[config.mk]
export PLATFORM = sky130hd
export DESIGN_NAME = bk_sd_sequencer
export DESIGN_NICKNAME = d
export VERILOG_FILES = /design/src/rtl/bk_sd_sequencer_pkg.sv /design/src/rtl/bk_sd_sequencer_req_edge.sv /design/src/rtl/bk_sd_sequencer.sv
export SDC_FILE = /design/constraint.sdc
export NUM_CORES = 1
export LEC_CHECK = 0
export CORE_MARGIN = 1.5
export CORE_UTILIZATION = 37
export CTS_BUF_LIST = sky130_fd_sc_hd__clkbuf_16
export DETAILED_ROUTE_END_ITERATION = 8
export GPL_TIMING_DRIVEN = 0
export PLACE_DENSITY = 0.8
export SKIP_CTS_REPAIR_TIMING = 1
export SLEW_MARGIN = 10
export SYNTH_ARGS = -nofsm -noshare
export SYNTH_HDL_FRONTEND = slang
export SYNTH_SLANG_ARGS = --single-unit
[constraint.sdc]
create_clock -name clk_sys -period 4 [get_ports clk_sys]
set_clock_uncertainty 0.2 [all_clocks]
set_input_delay 1.2 -clock clk_sys [delete_from_list [all_inputs] [get_ports clk_sys]]
set_output_delay 1.2 -clock clk_sys [all_outputs]
set_load 0.005 [all_outputs]
[src/rtl/bk_sd_sequencer_pkg.sv]
// Shared types and sizes for the save-RAM sector sequencer.
package bk_sd_sequencer_pkg;

  localparam int unsigned SECTOR_W         = 9;
  localparam int unsigned WORDS_PER_SECTOR = 256;
  localparam int unsigned BUFF_ADDR_W      = $clog2(WORDS_PER_SECTOR);
  localparam int unsigned BK_ADDR_W        = SECTOR_W + BUFF_ADDR_W;
  localparam int unsigned DATA_W           = 16;
  localparam int unsigned LBA_W            = 32;
  localparam int unsigned MASK_W           = 8;

  typedef enum logic [2:0] {
    ST_IDLE,
    ST_REQ,
    ST_XFER,
    ST_NEXT,
    ST_DONE
  } state_t;

  // Index of the final sector: the last RAM sector, plus one when an RTC sector follows.
  function automatic logic [SECTOR_W-1:0] last_sector(input logic [MASK_W-1:0] mask,
                                                     input logic              rtc);
    return {1'b0, mask} + SECTOR_W'(rtc);
  endfunction

  // Sector number that carries the RTC words when an RTC is present.
  function automatic logic [SECTOR_W-1:0] rtc_sector_idx(input logic [MASK_W-1:0] mask);
    return {1'b0, mask} + SECTOR_W'(1);
  endfunction

endpackage

[src/rtl/bk_sd_sequencer_req_edge.sv]
// Registered rising-edge detector: one-cycle pulse the cycle after a 0->1 input transition.
module bk_sd_sequencer_req_edge (
  input  logic clk,
  input  logic rst_n,
  input  logic level,
  output logic pulse
);

  logic level_q;

  always_ff @(posedge clk or negedge rst_n) begin
    if (!rst_n) begin
      level_q <= 1'b0;
      pulse   <= 1'b0;
    end else begin
      level_q <= level;
      pulse   <= level & ~level_q;
    end
  end

endmodule

[src/rtl/bk_sd_sequencer.sv]
// Streams cartridge save RAM (and an optional RTC sector) between the SD image and the
// cart backup port, one 512-byte sector per host block request.
module bk_sd_sequencer
  import bk_sd_sequencer_pkg::*;
(
  input  logic                   clk_sys,
  input  logic                   reset_n,
  input  logic                   bk_load,
  input  logic                   bk_save,
  input  logic                   bk_abort,
  input  logic [MASK_W-1:0]      ram_mask_file,
  input  logic                   has_rtc,
  output logic [LBA_W-1:0]       sd_lba,
  output logic                   sd_rd,
  output logic                   sd_wr,
  input  logic                   sd_ack,
  input  logic [BUFF_ADDR_W-1:0] sd_buff_addr,
  input  logic [DATA_W-1:0]      sd_buff_dout,
  input  logic                   sd_buff_wr,
  output logic [DATA_W-1:0]      sd_buff_din,
  output logic [BK_ADDR_W-1:0]   bk_addr,
  output logic [DATA_W-1:0]      bk_data,
  output logic                   bk_wr,
  output logic                   bk_rtc_wr,
  input  logic [DATA_W-1:0]      bk_q,
  input  logic [DATA_W-1:0]      rtc_q,
  output logic                   bk_busy,
  output logic                   bk_done
);

  state_t              state;
  state_t              state_next;
  logic                dir;
  logic                dir_next;
  logic [SECTOR_W-1:0] sector;
  logic [SECTOR_W-1:0] sector_next;
  logic                load_pulse;
  logic                save_pulse;
  logic                rtc_sector;
  logic                rtc_sel_q;
  logic [DATA_W-1:0]   rtc_word_q;

  bk_sd_sequencer_req_edge u_load_edge (
    .clk   (clk_sys),
    .rst_n (reset_n),
    .level (bk_load),
    .pulse (load_pulse)
  );

  bk_sd_sequencer_req_edge u_save_edge (
    .clk   (clk_sys),
    .rst_n (reset_n),
    .level (bk_save),
    .pulse (save_pulse)
  );

  assign rtc_sector = has_rtc & (sector == rtc_sector_idx(ram_mask_file));

  // State, direction and sector registers.
  always_ff @(posedge clk_sys or negedge reset_n) begin
    if (!reset_n) begin
      state  <= ST_IDLE;
      dir    <= 1'b0;
      sector <= '0;
    end else begin
      state  <= state_next;
      dir    <= dir_next;
      sector <= sector_next;
    end
  end

  // Next state; abort overrides everything, load wins over a simultaneous save.
  always_comb begin
    state_next  = state;
    dir_next    = dir;
    sector_next = sector;
    if (bk_abort) begin
      state_next = ST_IDLE;
    end else begin
      case (state)
        ST_IDLE: begin
          if (load_pulse | save_pulse) begin
            dir_next    = ~load_pulse;
            sector_next = '0;
            state_next  = ST_REQ;
          end
        end
        ST_REQ:  if (sd_ack)  state_next = ST_XFER;
        ST_XFER: if (!sd_ack) state_next = ST_NEXT;
        ST_NEXT: begin
          if (sector == last_sector(ram_mask_file, has_rtc)) begin
            state_next = ST_DONE;
          end else begin
            sector_next = sector + SECTOR_W'(1);
            state_next  = ST_REQ;
          end
        end
        ST_DONE: state_next = ST_IDLE;
        default: state_next = ST_IDLE;
      endcase
    end
  end

  // The RTC word is combinational on the address, so delay it to line up with bk_q.
  always_ff @(posedge clk_sys or negedge reset_n) begin
    if (!reset_n) begin
      rtc_sel_q  <= 1'b0;
      rtc_word_q <= '0;
    end else begin
      rtc_sel_q  <= rtc_sector;
      rtc_word_q <= rtc_q;
    end
  end

  // Outputs; the buffer-side paths are forced to zero while reset is held.
  always_comb begin
    sd_rd       = 1'b0;
    sd_wr       = 1'b0;
    bk_wr       = 1'b0;
    bk_rtc_wr   = 1'b0;
    bk_done     = 1'b0;
    bk_busy     = (state != ST_IDLE);
    sd_lba      = LBA_W'(sector);
    bk_addr     = '0;
    bk_data     = '0;
    sd_buff_din = '0;
    if (reset_n) begin
      bk_addr     = {sector, sd_buff_addr};
      bk_data     = sd_buff_dout;
      sd_buff_din = rtc_sel_q ? rtc_word_q : bk_q;
    end
    case (state)
      ST_REQ: begin
        sd_rd = ~dir;
        sd_wr = dir;
      end
      ST_XFER: begin
        if (!dir && sd_ack && sd_buff_wr && !bk_abort) begin
          bk_wr     = ~rtc_sector;
          bk_rtc_wr = rtc_sector;
        end
      end
      ST_DONE: bk_done = 1'b1;
      default: ;
    endcase
  end

endmodule

==> results.sh, run 1 <==
export IMPL_run_status="finished with violations"
export IMPL_violations="design-rule violations, negative setup slack"
export IMPL_cts_buffers=5
export IMPL_synth_edf_count=0
export IMPL_antenna_left=0
export IMPL_synth_xor_area_frac=0.0494
export IMPL_synth_compound_area_share=0.119
export IMPL_post_place_cells=511
export IMPL_drt_initial_drc_count=111
export IMPL_relSlewSlack=0.562
export IMPL_worstPathCellList="buf_8 -> nand3_1 -> nor3_1 -> a211o_1 -> a31oi_2 -> nor4_4 -> and4_1 -> buf_2"
export IMPL_postLayoutCellArea_um2=4420
export IMPL_synthSimpleGateAreaFrac=0.290
export IMPL_die_height_um=84.9
export IMPL_via_per_inst=4.92
export IMPL_num_io_pins=159
export IMPL_setup_violations=2
export IMPL_synth_mux_area_fraction=0.0646
export IMPL_post_place_ws_ns=-1.22
export IMPL_dieArea_um2=7200
export IMPL_slew_violations=0
export IMPL_setup_ws_ns=-0.0846
export IMPL_finalCritPeriodShare=1.02
export IMPL_yosysWarnings=0
export IMPL_synth_cell_area_um2=2480
export IMPL_syn_avg_cell_area_um2=8.95
export IMPL_clk_path_buf_depth=2
export IMPL_dp_hpwl_um=5820
export IMPL_grt_max_degree=33
export IMPL_clk_pin_slew_ns=0.05
export IMPL_power_uw=1330
export IMPL_core_rowCount=29
export IMPL_worstPathRequired_ns=2.60
export IMPL_initial_core_util=0.386
export IMPL_vias=2626
export IMPL_grt_total_usage=0.210
export IMPL_worstPathArrival_ns=2.68
export IMPL_drive_gt1_frac=0.184
export IMPL_critPathMaxStageDelay_ns=0.30
export IMPL_fin_cells=534
export IMPL_ys_seq_area_frac=0.343
export IMPL_synth_area_leaders="dfrtp_1 (34%), and2_1 (8.3%), buf_4 (7.0%), mux2i_1 (6.5%), nor2b_1 (5.0%)"
export IMPL_cts_root_buf="clkbuf_16"
export IMPL_routabilityCongestion=0.883
export IMPL_layout_commonest_cell="clkdlybuf4s50_1"
export IMPL_clock_fmax_mhz=245
export IMPL_r2r_slack_ns=1.53
export IMPL_drc=12
export IMPL_power_density_nw_per_um2=300
export IMPL_synth_seq_cells=34
export IMPL_fin_nets=534
export IMPL_antenna_found_initial=0
export IMPL_endpoint_kind="output port"
export IMPL_start_kind="input pin"
export IMPL_max_cap_violations=0
export IMPL_grt_overflow_total=0
export IMPL_final_cell_mix="clkdlybuf4s50_1 (123), buf_4 (40), dfrtp_1 (34), and2_1 (33), conb_1 (23)"
export IMPL_totalWireLength_um=8210
export IMPL_dr_pass1_iters=6
export IMPL_portBuffers=134
export IMPL_synthArstFlopShare=1.00
export IMPL_place_area_um2=4020
export IMPL_netlist_area_leader_share=0.343
export IMPL_max_vdd_ir_drop_mv=0.252
export IMPL_grt_pass1_wl_um=12200
export IMPL_syn_to_final_growth_pct=78.2
export IMPL_min_period_ns=4.08
export IMPL_synthDistinctLibCells=49
export IMPL_criticalPathCategory="in -> out"
export IMPL_synthAdderAreaFrac=0.0252
export IMPL_grt_pass1_vias=2397
export IMPL_fill_cells=499
export IMPL_synthCells=277
export IMPL_cts_sinks=34
export IMPL_wl_per_cell_um=15.4
export IMPL_dieWidth_um=84.9
export IMPL_whs_ns=0.194
export IMPL_holdCritPathClass="reg -> reg"
export IMPL_rsz0062_at_grt="yes"
export IMPL_synth_top_family_by_area="simple AND/OR/NAND/NOR gates"
export IMPL_n_antenna_cell=0
export IMPL_yosys_area_top_type="dfrtp_1"
export IMPL_path_max_fanout=4
export IMPL_core_um2=6420
export IMPL_cts_tree="done"
export IMPL_dominantRegCellSynth="dfrtp_1"
export IMPL_h_tree_depth=2
export IMPL_p_leak_uw=0.00188
export IMPL_hold_violations=0
export IMPL_clock_latency_ns=0.28
export IMPL_cp_slowest_cell="nor4_4"
export IMPL_worst_pin_slew_ns=0.657
==> per-stage QoR <==
step	utilization	setup TNS, ns
finish	0.688	-0.115
global route	0.688	-0.386
CTS	0.650	-8.68
detailed placement	0.625	-8.52
global placement	0.623	-71.21
floorplan	-	0
==> flip-flops by register name, indices dropped and copies added (netlist names) <==
name	count
u_save_edge.level_q	1
rtc_word_q	16
sector	9
dir	1
state	3
u_load_edge.level_q	1
u_load_edge.pulse	1
u_save_edge.pulse	1
rtc_sel_q	1
==> final cells by class <==
| class | instances | area [µm²] | area share |
|---|---|---|---|
| sequential | 34 | 851 | 0.193 |
| timing repair buffer | 152 | 1500 | 0.340 |
| multi-input combinational | 221 | 1530 | 0.346 |
| buffer | 37 | 259 | 0.0586 |
| tap | 77 | 96.3 | 0.0218 |
| clock buffer | 5 | 125 | 0.0283 |
| clock inverter | 2 | 33.8 | 0.00765 |
| inverter | 6 | 22.5 | 0.00510 |
==> per-layer routing <==
layer  vias up  global-route usage  part of all wire
met5         -                   0                 0
met4         0              0.0462             0.015
met3        14              0.0447             0.073
met2       110               0.367              0.53
met1      1219               0.268              0.38
li1       1283                   -                 -
==> final timing paths <==
check / end / cells after the start / start
max: bk_rtc_wr / 8 / ram_mask_file[3]
min: u_save_edge.pulse / 1 / u_save_edge.level_q
max reg2reg: sector[8] / 6 / sector[7]
min reg2reg: u_save_edge.pulse / 1 / u_save_edge.level_q
max in group asynchronous: rtc_word_q[8] / 3 / reset_n
min in group asynchronous: sector[1] / 1 / reset_n
==> logic make-up (layout without fill, tap and decap cells) <==
family / Yosys count / in the layout
and+or+nand+nor: 120 / 120
buffers and inverters: 44 / 202
AOI/OAI and AO/OA: 43 / 43
DFF: 34 / 34
muxes: 16 / 16
xor gates and xnor gates: 14 / 14
adders and majority gates: 5 / 5
other: 1 / 23
==> critical path, delay by kind of cell <==
family / cells / cell delay [ns]
AND/OR/NAND/NOR: 4 / 0.95
AO/OA/AOI/OAI: 2 / 0.31
buffers and inverters: 2 / 0.21
==> power by group <==
part	switching, µW	internal, µW	leakage [µW]
logic	187	272	0.00137
registers	55.5	378	0.000425
clock network	144	288	0.0000773
==> synth_stat cells (all sizes together), types with 6 or more instances <==
master,instances
mux2i,16
nand3,9
nor3,10
inv,6
xnor2,9
o21ai,6
dfrtp,34
nor2,15
a21oi,10
and2,34
a31oi,13
buf,25
nor2b,20
nand2,6
clkbuf,13
No activity file was read; power rests on OpenSTA's default activity.
==> run 2, diff against run 1 <==
Settings changed: PLACE_DENSITY 0.8 to 0.82.
==> run 2 against run 1 <==
The run still ends with design-rule violations, negative setup slack left; largest power group unchanged; critical path depth unchanged; fmax up 0.16%; critical path type unchanged; highest routed layer unchanged; non-clock buffer count down 6.
==> results.sh, run 2 (synthesis results as in run 1) <==
export IMPL_setup_tns_ns=-0.0780
export IMPL_wl_per_cell_um=14.9
export IMPL_dp_hpwl_um=5710
export IMPL_dieArea_um2=7200
export IMPL_switching_share=0.290
export IMPL_syn_to_final_growth_pct=80.0
export IMPL_p_seq_frac=0.326
export IMPL_antenna_left=0
export IMPL_rsz0062_at_grt="yes"
export IMPL_initial_core_util=0.386
export IMPL_p_clk_frac=0.324
export IMPL_rr_startpoint="sector[7]"
export IMPL_endpoint_kind="output port"
export IMPL_clock_latency_ns=0.28
export IMPL_power_density_nw_per_um2=297
export IMPL_num_io_pins=159
export IMPL_grt_max_degree=28
export IMPL_violations="design-rule violations, negative setup slack"
export IMPL_core_um2=6420
export IMPL_largest_register="rtc_word_q"
export IMPL_finalCritPeriodShare=1.02
export IMPL_hp_start="u_save_edge.level_q"
export IMPL_dr_pass1_iters=6
export IMPL_routabilityCongestion=0.895
export IMPL_clk_pin_slew_ns=0.05
export IMPL_totalWireLength_um=7900
export IMPL_intPower_uw=941
export IMPL_drt_initial_drc_count=145
export IMPL_fin_nets=528
export IMPL_max_vdd_ir_drop_mv=0.276
export IMPL_dieWidth_um=84.9
export IMPL_cts_tree="done"
export IMPL_worstPathArrival_ns=2.68
export IMPL_grt_pass1_vias=2383
export IMPL_grt_pass1_wl_um=11200
export IMPL_antenna_found_initial=0
export IMPL_holdCritPathClass="reg -> reg"
export IMPL_cts_root_buf="clkbuf_16"
export IMPL_cts_buffers=5
export IMPL_cts_sinks=34
export IMPL_min_period_ns=4.08
export IMPL_hold_violations=0
export IMPL_drc=22
export IMPL_clock_fmax_mhz=245
export IMPL_grt_overflow_total=0
export IMPL_h_tree_depth=2
export IMPL_max_cap_violations=0
export IMPL_reg_largest_list="rtc_word_q (16), sector (9), state (3)"
export IMPL_start_kind="input pin"
export IMPL_final_cell_mix="clkdlybuf4s50_1 (124), buf_4 (34), dfrtp_1 (34), and2_1 (33), conb_1 (23)"
export IMPL_pwr_share_comb=0.350
export IMPL_startpoint="ram_mask_file[3]"
export IMPL_final_util=0.695
export IMPL_criticalPathCategory="in -> out"
export IMPL_slew_violations=0
export IMPL_drive_gt1_frac=0.180
export IMPL_setup_ws_ns=-0.0780
export IMPL_core_rowCount=29
export IMPL_vias=2674
export IMPL_largest_register_ffs=16
export IMPL_worst_pin_slew_ns=0.669
export IMPL_via_per_inst=5.05
export IMPL_layout_commonest_cell="clkdlybuf4s50_1"
export IMPL_clk_path_buf_depth=2
export IMPL_power_uw=1330
export IMPL_p_leak_uw=0.00188
export IMPL_path_max_fanout=6
export IMPL_p_switching_uw=385
export IMPL_setup_violations=1
export IMPL_die_height_um=84.9
export IMPL_worstPathRequired_ns=2.60
export IMPL_relSlewSlack=0.554
export IMPL_run_status="finished with violations"
export IMPL_portBuffers=134
export IMPL_grt_total_usage=0.195
## run 2: final timing paths
| kind | to | slack (ns) | cells past startpoint |
|---|---|---|---|
| setup reg to reg | sector[7] | 1.49 | 6 |
| hold reg to reg | u_save_edge.pulse | 0.19 | 1 |
| max in group asynchronous | rtc_sel_q | 2.76 | 2 |
| min in group asynchronous | sector[1] | 0.52 | 1 |
| hold / removal | u_save_edge.pulse | 0.19 | 1 |
| setup / recovery | bk_rtc_wr | -0.08 | 8 |
## run 2: critical path: stages
cell and delay (ns):
buf_8 0.10, and3_4 0.21, a31oi_2 0.11, o21ai_0 0.25
a31oi_2 0.15, nor4_4 0.31, and4_1 0.22, buf_2 0.12
## run 2: stage by stage
step / cell area [µm²] / hold slack, ns / std cells / worst slack, ns
2_1_floorplan: 2560 / 0.178 / 299 / 0.0395
3_3_place_gp: 4000 / 0.182 / 510 / -1.59
3_5_place_dp: 4020 / 0.186 / 511 / -1.16
4_1_cts: 4170 / 0.193 / 518 / -1.17
5_1_grt: 4460 / 0.209 / 528 / -0.102
6_report: 4460 / 0.192 / 529 / -0.0780
## run 2: cell type report
class,instances,area (µm²)
fill,513,1960
multi-input combinational,221,1590
timing repair buffer,146,1480
sequential,34,851
buffer,37,259
clock buffer,5,125
tap,77,96.3
clock inverter,2,33.8
inverter,6,22.5
antenna,1,2.50
## run 2: power groups by stage
| stage | Clock (µW) | Combinational (µW) | Sequential, µW |
|---|---|---|---|
| floorplan | 0 | 201 | 421 |
| global placement | 0 | 408 | 432 |
| detailed placement | 0 | 420 | 434 |
| CTS | 440 | 423 | 428 |
| global route | 460 | 500 | 437 |
| finish | 430 | 464 | 432 |
## run 2: layer usage
| layer | vias up | wire length, µm | GRT usage |
|---|---|---|---|
| li1 | 1277 | - | - |
| met1 | 1249 | 3080 | 0.231 |
| met2 | 115 | 3990 | 0.343 |
| met3 | 33 | 510 | 0.0399 |
| met4 | 0 | 324 | 0.0849 |
| met5 | - | 0 | 0 |
